File: src/rtl/mul_seq_interface.sv
// mul_seq_interface: sequential shift-add multiplier with start/ready handshake.
// Retires BITS_PER_CYCLE multiplier bits per busy cycle.
// Signed mode uses magnitude conversion, so latency is the same in both modes.
// Optional accumulate mode: define MUL_ACC_EN to add the mul_acc input.
module mul_seq_interface #(
  parameter int WIDTH          = 8,
  parameter int BITS_PER_CYCLE = 1
) (
  input  logic                 clk,
  input  logic                 reset,
  input  logic [2*WIDTH-1:0]   mul_ip_BA,
  input  logic                 mul_signed,
  input  logic                 mul_start,
`ifdef MUL_ACC_EN
  input  logic                 mul_acc,
`endif
  output logic                 mul_ready,
  output logic                 mul_done,
  output logic [2*WIDTH-1:0]   mul_op_prod
);

  localparam int N  = WIDTH / BITS_PER_CYCLE;
  localparam int CW = $clog2(N + 1);

  if ((WIDTH % BITS_PER_CYCLE) != 0 || WIDTH < 2) begin : g_bad_cfg
    $error("mul_seq_interface: WIDTH must be >= 2 and a multiple of BITS_PER_CYCLE");
  end

  typedef enum logic {IDLE, BUSY} state_t;

  state_t               state, state_nxt;
  logic                 launch, finish;
  logic [2*WIDTH-1:0]   mcand;
  logic [WIDTH-1:0]     mplier;
  logic [2*WIDTH-1:0]   sum;
  logic                 neg;
  logic [CW-1:0]        cnt;
`ifdef MUL_ACC_EN
  logic                 acc_en;
`endif

  logic [WIDTH-1:0]     a_in, b_in, a_mag, b_mag;
  logic                 neg_in;
  logic [2*WIDTH-1:0]   chunk, sum_nxt, result, writeback;

  assign a_in = mul_ip_BA[WIDTH-1:0];
  assign b_in = mul_ip_BA[2*WIDTH-1:WIDTH];

  // Operand magnitudes; -2^(W-1) maps to 2^(W-1), which still fits in W unsigned bits.
  always_comb begin
    a_mag  = (mul_signed && a_in[WIDTH-1]) ? (~a_in + 1'b1) : a_in;
    b_mag  = (mul_signed && b_in[WIDTH-1]) ? (~b_in + 1'b1) : b_in;
    neg_in = mul_signed & (a_in[WIDTH-1] ^ b_in[WIDTH-1]);
  end

  // Partial product for this cycle's multiplier bits and the completion value.
  always_comb begin
    chunk = '0;
    for (int unsigned i = 0; i < BITS_PER_CYCLE; i++) begin
      if (mplier[i]) chunk = chunk + (mcand << i);
    end
    sum_nxt = sum + chunk;
    result  = neg ? (~sum_nxt + 1'b1) : sum_nxt;
`ifdef MUL_ACC_EN
    writeback = acc_en ? (mul_op_prod + result) : result;
`else
    writeback = result;
`endif
  end

  // State register.
  always_ff @(posedge clk or negedge reset) begin
    if (!reset) state <= IDLE;
    else        state <= state_nxt;
  end

  // Next-state logic, handshake strobes and ready output.
  always_comb begin
    state_nxt = state;
    launch    = 1'b0;
    finish    = 1'b0;
    mul_ready = 1'b0;
    case (state)
      IDLE: begin
        mul_ready = 1'b1;
        if (mul_start) begin
          launch    = 1'b1;
          state_nxt = BUSY;
        end
      end
      BUSY: begin
        if (cnt == CW'(N - 1)) begin
          finish    = 1'b1;
          state_nxt = IDLE;
        end
      end
      default: state_nxt = IDLE;
    endcase
  end

  // Datapath: latch operands at launch, shift-add while busy, write result on completion.
  always_ff @(posedge clk or negedge reset) begin
    if (!reset) begin
      mcand       <= '0;
      mplier      <= '0;
      sum         <= '0;
      neg         <= 1'b0;
      cnt         <= '0;
      mul_done    <= 1'b0;
      mul_op_prod <= '0;
`ifdef MUL_ACC_EN
      acc_en      <= 1'b0;
`endif
    end else begin
      mul_done <= finish;
      if (launch) begin
        mcand  <= {{WIDTH{1'b0}}, a_mag};
        mplier <= b_mag;
        sum    <= '0;
        neg    <= neg_in;
        cnt    <= '0;
`ifdef MUL_ACC_EN
        acc_en <= mul_acc;
`endif
      end else if (state == BUSY) begin
        mcand  <= mcand << BITS_PER_CYCLE;
        mplier <= mplier >> BITS_PER_CYCLE;
        sum    <= sum_nxt;
        cnt    <= cnt + CW'(1);
        if (finish) mul_op_prod <= writeback;
      end
    end
  end

endmodule

File: config.mk
export PLATFORM = sky130hd
export DESIGN_NAME = mul_seq_interface
export DESIGN_NICKNAME = d
export VERILOG_FILES = /design/src/rtl/mul_seq_interface.sv
export SDC_FILE = /design/constraint.sdc
export NUM_CORES = 1
export LEC_CHECK = 0
export BUFFER_PORTS_ARGS = -buffer_cell sky130_fd_sc_hd__buf_2
export CORE_ASPECT_RATIO = 1.1
export CORE_MARGIN = 1.5
export CORE_UTILIZATION = 54
export CTS_CLUSTER_SIZE = 24
export DETAILED_ROUTE_END_ITERATION = 16
export GPL_TIMING_DRIVEN = 0
export HOLD_SLACK_MARGIN = 0.02
export PLACE_DENSITY = 0.77
export SLEW_MARGIN = 40
export SYNTH_ARGS = -nofsm -noshare
export SYNTH_HDL_FRONTEND = slang
export SYNTH_SLANG_ARGS = --single-unit
File: constraint.sdc
create_clock -name clk -period 3.55 [get_ports clk]
set_clock_uncertainty 0.2 [all_clocks]
set_input_delay 0.71 -clock clk [delete_from_list [all_inputs] [get_ports clk]]
set_output_delay 0.71 -clock clk [all_outputs]
set_load 0.02 [all_outputs]
==> impl_metrics.json <==
{
  "hold_ws_ns": 0.132,
  "netlist_instances": 451,
  "main_flop_type_after_synthesis": "sky130_fd_sc_hd__dfrtp_1",
  "synth-edff-count": 0,
  "sequential_fraction_of_design_power": 0.330,
  "synth_top_area_share": 0.399,
  "cp.arrival_ns": 3.52,
  "synth.yosys.seq_area_share": 0.399,
  "synth_top_family_by_area": "compound AO/OA/AOI/OAI gates",
  "fraction_of_layout_instances_using_a_drive_strength_above_1": 0.179,
  "synthXorXnorAreaFrac": 0.0666,
  "tritoncts_num_sinks": 63,
  "final_design_area_no_fill_sq_um": 4640,
  "internal_power_w": 0.00207,
  "syn-cell-area_sq_um": 3950,
  "grt_pass1_vias": 3275,
  "cts_h_tree_depth": 3,
  "use_met2": 0.417,
  "powerDensity_nw_per_um2": 781,
  "grt_first_pass_wirelength_um": 14900,
  "pwr-share-comb": 0.503,
  "initial_core_util": 0.560,
  "fp.dieW_um": 84.5,
  "core_area_sq_um": 7050,
  "num-nets-final": 550,
  "min-delay-path-class": "primary input to asynchronous set/reset pin",
  "fmax_mhz": 287,
  "crit_type": "register to register",
  "synthMuxAreaShare": 0.0206,
  "critPathMaxFanout": 8,
  "cellLeakagePower_nw": 2.20,
  "synth_cell_types": 49,
  "synth_commonest_cells": "sky130_fd_sc_hd__nand2_1, sky130_fd_sc_hd__dfrtp_1, sky130_fd_sc_hd__o21ai_0",
  "rsz0062_at_grt": "true",
  "vdd_ir_drop_max_v": 0.000577,
  "root_buffer": "sky130_fd_sc_hd__clkbuf_8",
  "place_area_sq_um": 4240,
  "grt-busiest-layer": "met2",
  "switching_share": 0.428,
  "clock_insertion_delay_worst_skew_ns": 0.34,
  "placementRows": 32,
  "detail_route.iter0.violations": 169,
  "die-area_sq_um": 7830,
  "grt_use_met1": 0.293,
  "antenna_cells_inserted": 0,
  "totalWireLength_um": 9180,
  "synth-adder-area-share": 0.0653,
  "cts_inserted_buffers": 9,
  "share_clk_of_total_power": 0.167,
  "result_of_the_run": "complete, no violations",
  "final_util": 0.659,
  "syn_avg_cell_area_sq_um": 8.75,
  "placed_cells_incl_taps": 572,
  "drcViolationCount": 0,
  "post_layout_nonfiller_instances": 599,
  "async_reset_ff_frac": 1.00,
  "synth_compound_area_frac": 0.218,
  "detail_route.vias_per_cell": 5.89,
  "hold_viol_final": 0,
  "synth.ff_latch_count": 63,
  "final.period_utilization": 0.982,
  "cap_viol_max_count": 0,
  "cts.reportedPaths.clkPinSlew_ns": 0.07,
  "postSynthNetCount": 491,
  "critPathCaptureType": "register",
  "post-synth-top-area-cell": "sky130_fd_sc_hd__dfrtp_1",
  "grt_antenna_before_repair": 0,
  "critical_path.startpoint_type": "register",
  "gpl.final_weighted_congestion": 0.853,
  "synth.top_cells.by_area": "sky130_fd_sc_hd__dfrtp_1, sky130_fd_sc_hd__o21ai_0, sky130_fd_sc_hd__nand2_1",
  "final_antenna_net_count": 0,
  "fin_setup_tns_ns": 0,
  "grt.met3_usage": 0.0357,
  "overflow_left_after_global_routing": 0,
  "period_minus_slack_ns": 3.49,
  "timing.slew.headroom": 0.438,
  "area_growth_pct": 17.7,
  "post_drt_wl_per_cell_um": 15.3,
  "first_pass_iters": 5,
  "globalRouteTotalUtil": 0.238,
  "pin_count_of_the_biggest_net_entering_global_routing": 64,
  "worstMarginPinSlew_ns": 0.830,
  "crit_path_cells": "and2_4 -> ha_1 -> a21o_1 -> and4_4 -> or3_4 -> a2111o_1 -> or4_4 -> a211oi_2 -> mux2i_1 -> nand2_1",
  "detailroute.via_count": 3527,
  "io-pin-count": 38,
  "tritoncts": "yes",
  "die_height_um": 92.7,
  "yosys.area_share.simple": 0.198,
  "post-dp-hpwl_um": 6600,
  "critPathSlowestCell": "sky130_fd_sc_hd__or4_4",
  "endpoints_failing_setup": 0,
  "crit_path_max_incr_delay_ns": 0.59,
  "most_instantiated_library_cell_after_synthesis": "sky130_fd_sc_hd__nand2_1",
  "critical_path_required_ns": 3.58,
  "timing.final.max_slew_violations": 0,
  "synthesis.yosys.warnings": 0,
  "total_switching_power_w": 0.00155,
  "buffer_ports.inserted": 36,
  "cts_max_path_buffers": 2
}
[critical path: cells and delay by family, from the launching register on]
kind                       cells  cell delay, ns
and+or+nand+nor                5            1.40
muxes                          1            0.21
adders and majority gates      1            0.26
DFF                            1            0.47
AOI/OAI and AO/OA              3            0.84
[final cells by class]
type | instances | area (sq um)
fill | 592 | 2400
timing repair buffer | 51 | 299
clock buffer | 10 | 128
buffer | 20 | 76.3
sequential | 63 | 1580
multi-input combinational | 354 | 2360
clock inverter | 5 | 58.8
inverter | 11 | 41.3
tap | 85 | 106
[flip-flops by register name (all words and copies together), names as in the netlist]
register / count
mcand: 16
mul_op_prod: 16
sum: 16
mplier: 8
cnt: 4
mul_done: 1
neg: 1
state: 1
[cells by family after synthesis]
family | Yosys count
compound gates | 132
xor+xnor | 30
fa+ha+maj | 20
buf+inv | 34
flops | 63
mux | 8
simple gates | 164
[final timing paths]
kind,from,endpoint,slack (ns),cells past startpoint
setup / recovery,mplier[0],mul_op_prod[14],0.06,10
hold / removal,reset,mul_op_prod[14],0.13,1
setup reg to reg,mplier[0],mul_op_prod[14],0.06,10
hold reg to reg,mul_op_prod[7],mul_op_prod[7],0.27,2
max in group asynchronous,reset,mplier[0],2.59,1
min in group clk,mul_op_prod[7],mul_op_prod[7],0.27,2
[cells in the final DEF (no fill, tap or decap), types with 3 or more instances in the layout]
cell type and count:
sky130_fd_sc_hd__nand2_1 70, sky130_fd_sc_hd__dfrtp_1 62, sky130_fd_sc_hd__o21ai_0 53, sky130_fd_sc_hd__buf_2 35
sky130_fd_sc_hd__nor2_1 23, sky130_fd_sc_hd__a22o_1 18, sky130_fd_sc_hd__clkbuf_1 17, sky130_fd_sc_hd__and2_1 16
sky130_fd_sc_hd__xor2_1 16, sky130_fd_sc_hd__nand3_1 15, sky130_fd_sc_hd__buf_4 15, sky130_fd_sc_hd__ha_1 14
sky130_fd_sc_hd__a21oi_1 12, sky130_fd_sc_hd__xnor2_1 12, sky130_fd_sc_hd__inv_1 11, sky130_fd_sc_hd__clkbuf_8 9
sky130_fd_sc_hd__o21ai_1 8, sky130_fd_sc_hd__nor3_1 8, sky130_fd_sc_hd__mux2i_1 7, sky130_fd_sc_hd__or3_1 7
sky130_fd_sc_hd__a21o_1 6, sky130_fd_sc_hd__a31oi_1 4, sky130_fd_sc_hd__nand4_1 4, sky130_fd_sc_hd__and2_4 3
sky130_fd_sc_hd__buf_1 3, sky130_fd_sc_hd__and3_1 3, sky130_fd_sc_hd__o211ai_1 3, sky130_fd_sc_hd__nand2b_1 3
sky130_fd_sc_hd__o31ai_1 3, sky130_fd_sc_hd__a211oi_2 3, sky130_fd_sc_hd__nand3b_1 3, sky130_fd_sc_hd__o211a_1 3
sky130_fd_sc_hd__ha_2 3
[timing repair]
item	4_1_cts	5_1_grt
endpoints found under the setup margin	3	4
gates resized for setup	9	17
hold buffers	0	0
pin swaps	1	16
setup buffers	2	13
[metrics by stage]
| step | total power, W | setup WS, ns |
|---|---|---|
| 6_report | 0.00363 | 0.0633 |
| 4_1_cts | 0.00348 | 0.0160 |
| 3_3_place_gp | 0.00275 | -0.268 |
| 3_5_place_dp | 0.00282 | -0.295 |
| 2_1_floorplan | 0.00238 | 0.181 |
| 5_1_grt | 0.00389 | -0.0468 |
[power groups by stage]
stage	Sequential, W	Clock [W]	Combinational (W)
2_1_floorplan	0.00125	0	0.00113
3_3_place_gp	0.00118	0	0.00157
3_5_place_dp	0.00120	0	0.00162
4_1_cts	0.00119	0.000611	0.00168
5_1_grt	0.00123	0.000642	0.00202
6_report	0.00120	0.000604	0.00183
[per-layer routing]
metal	share of wire	wire [um]
met2	0.50	4580
met5	0	0
met3	0.043	392
met4	0.018	164
met1	0.44	4050
Power figures use the tool's default switching activity.
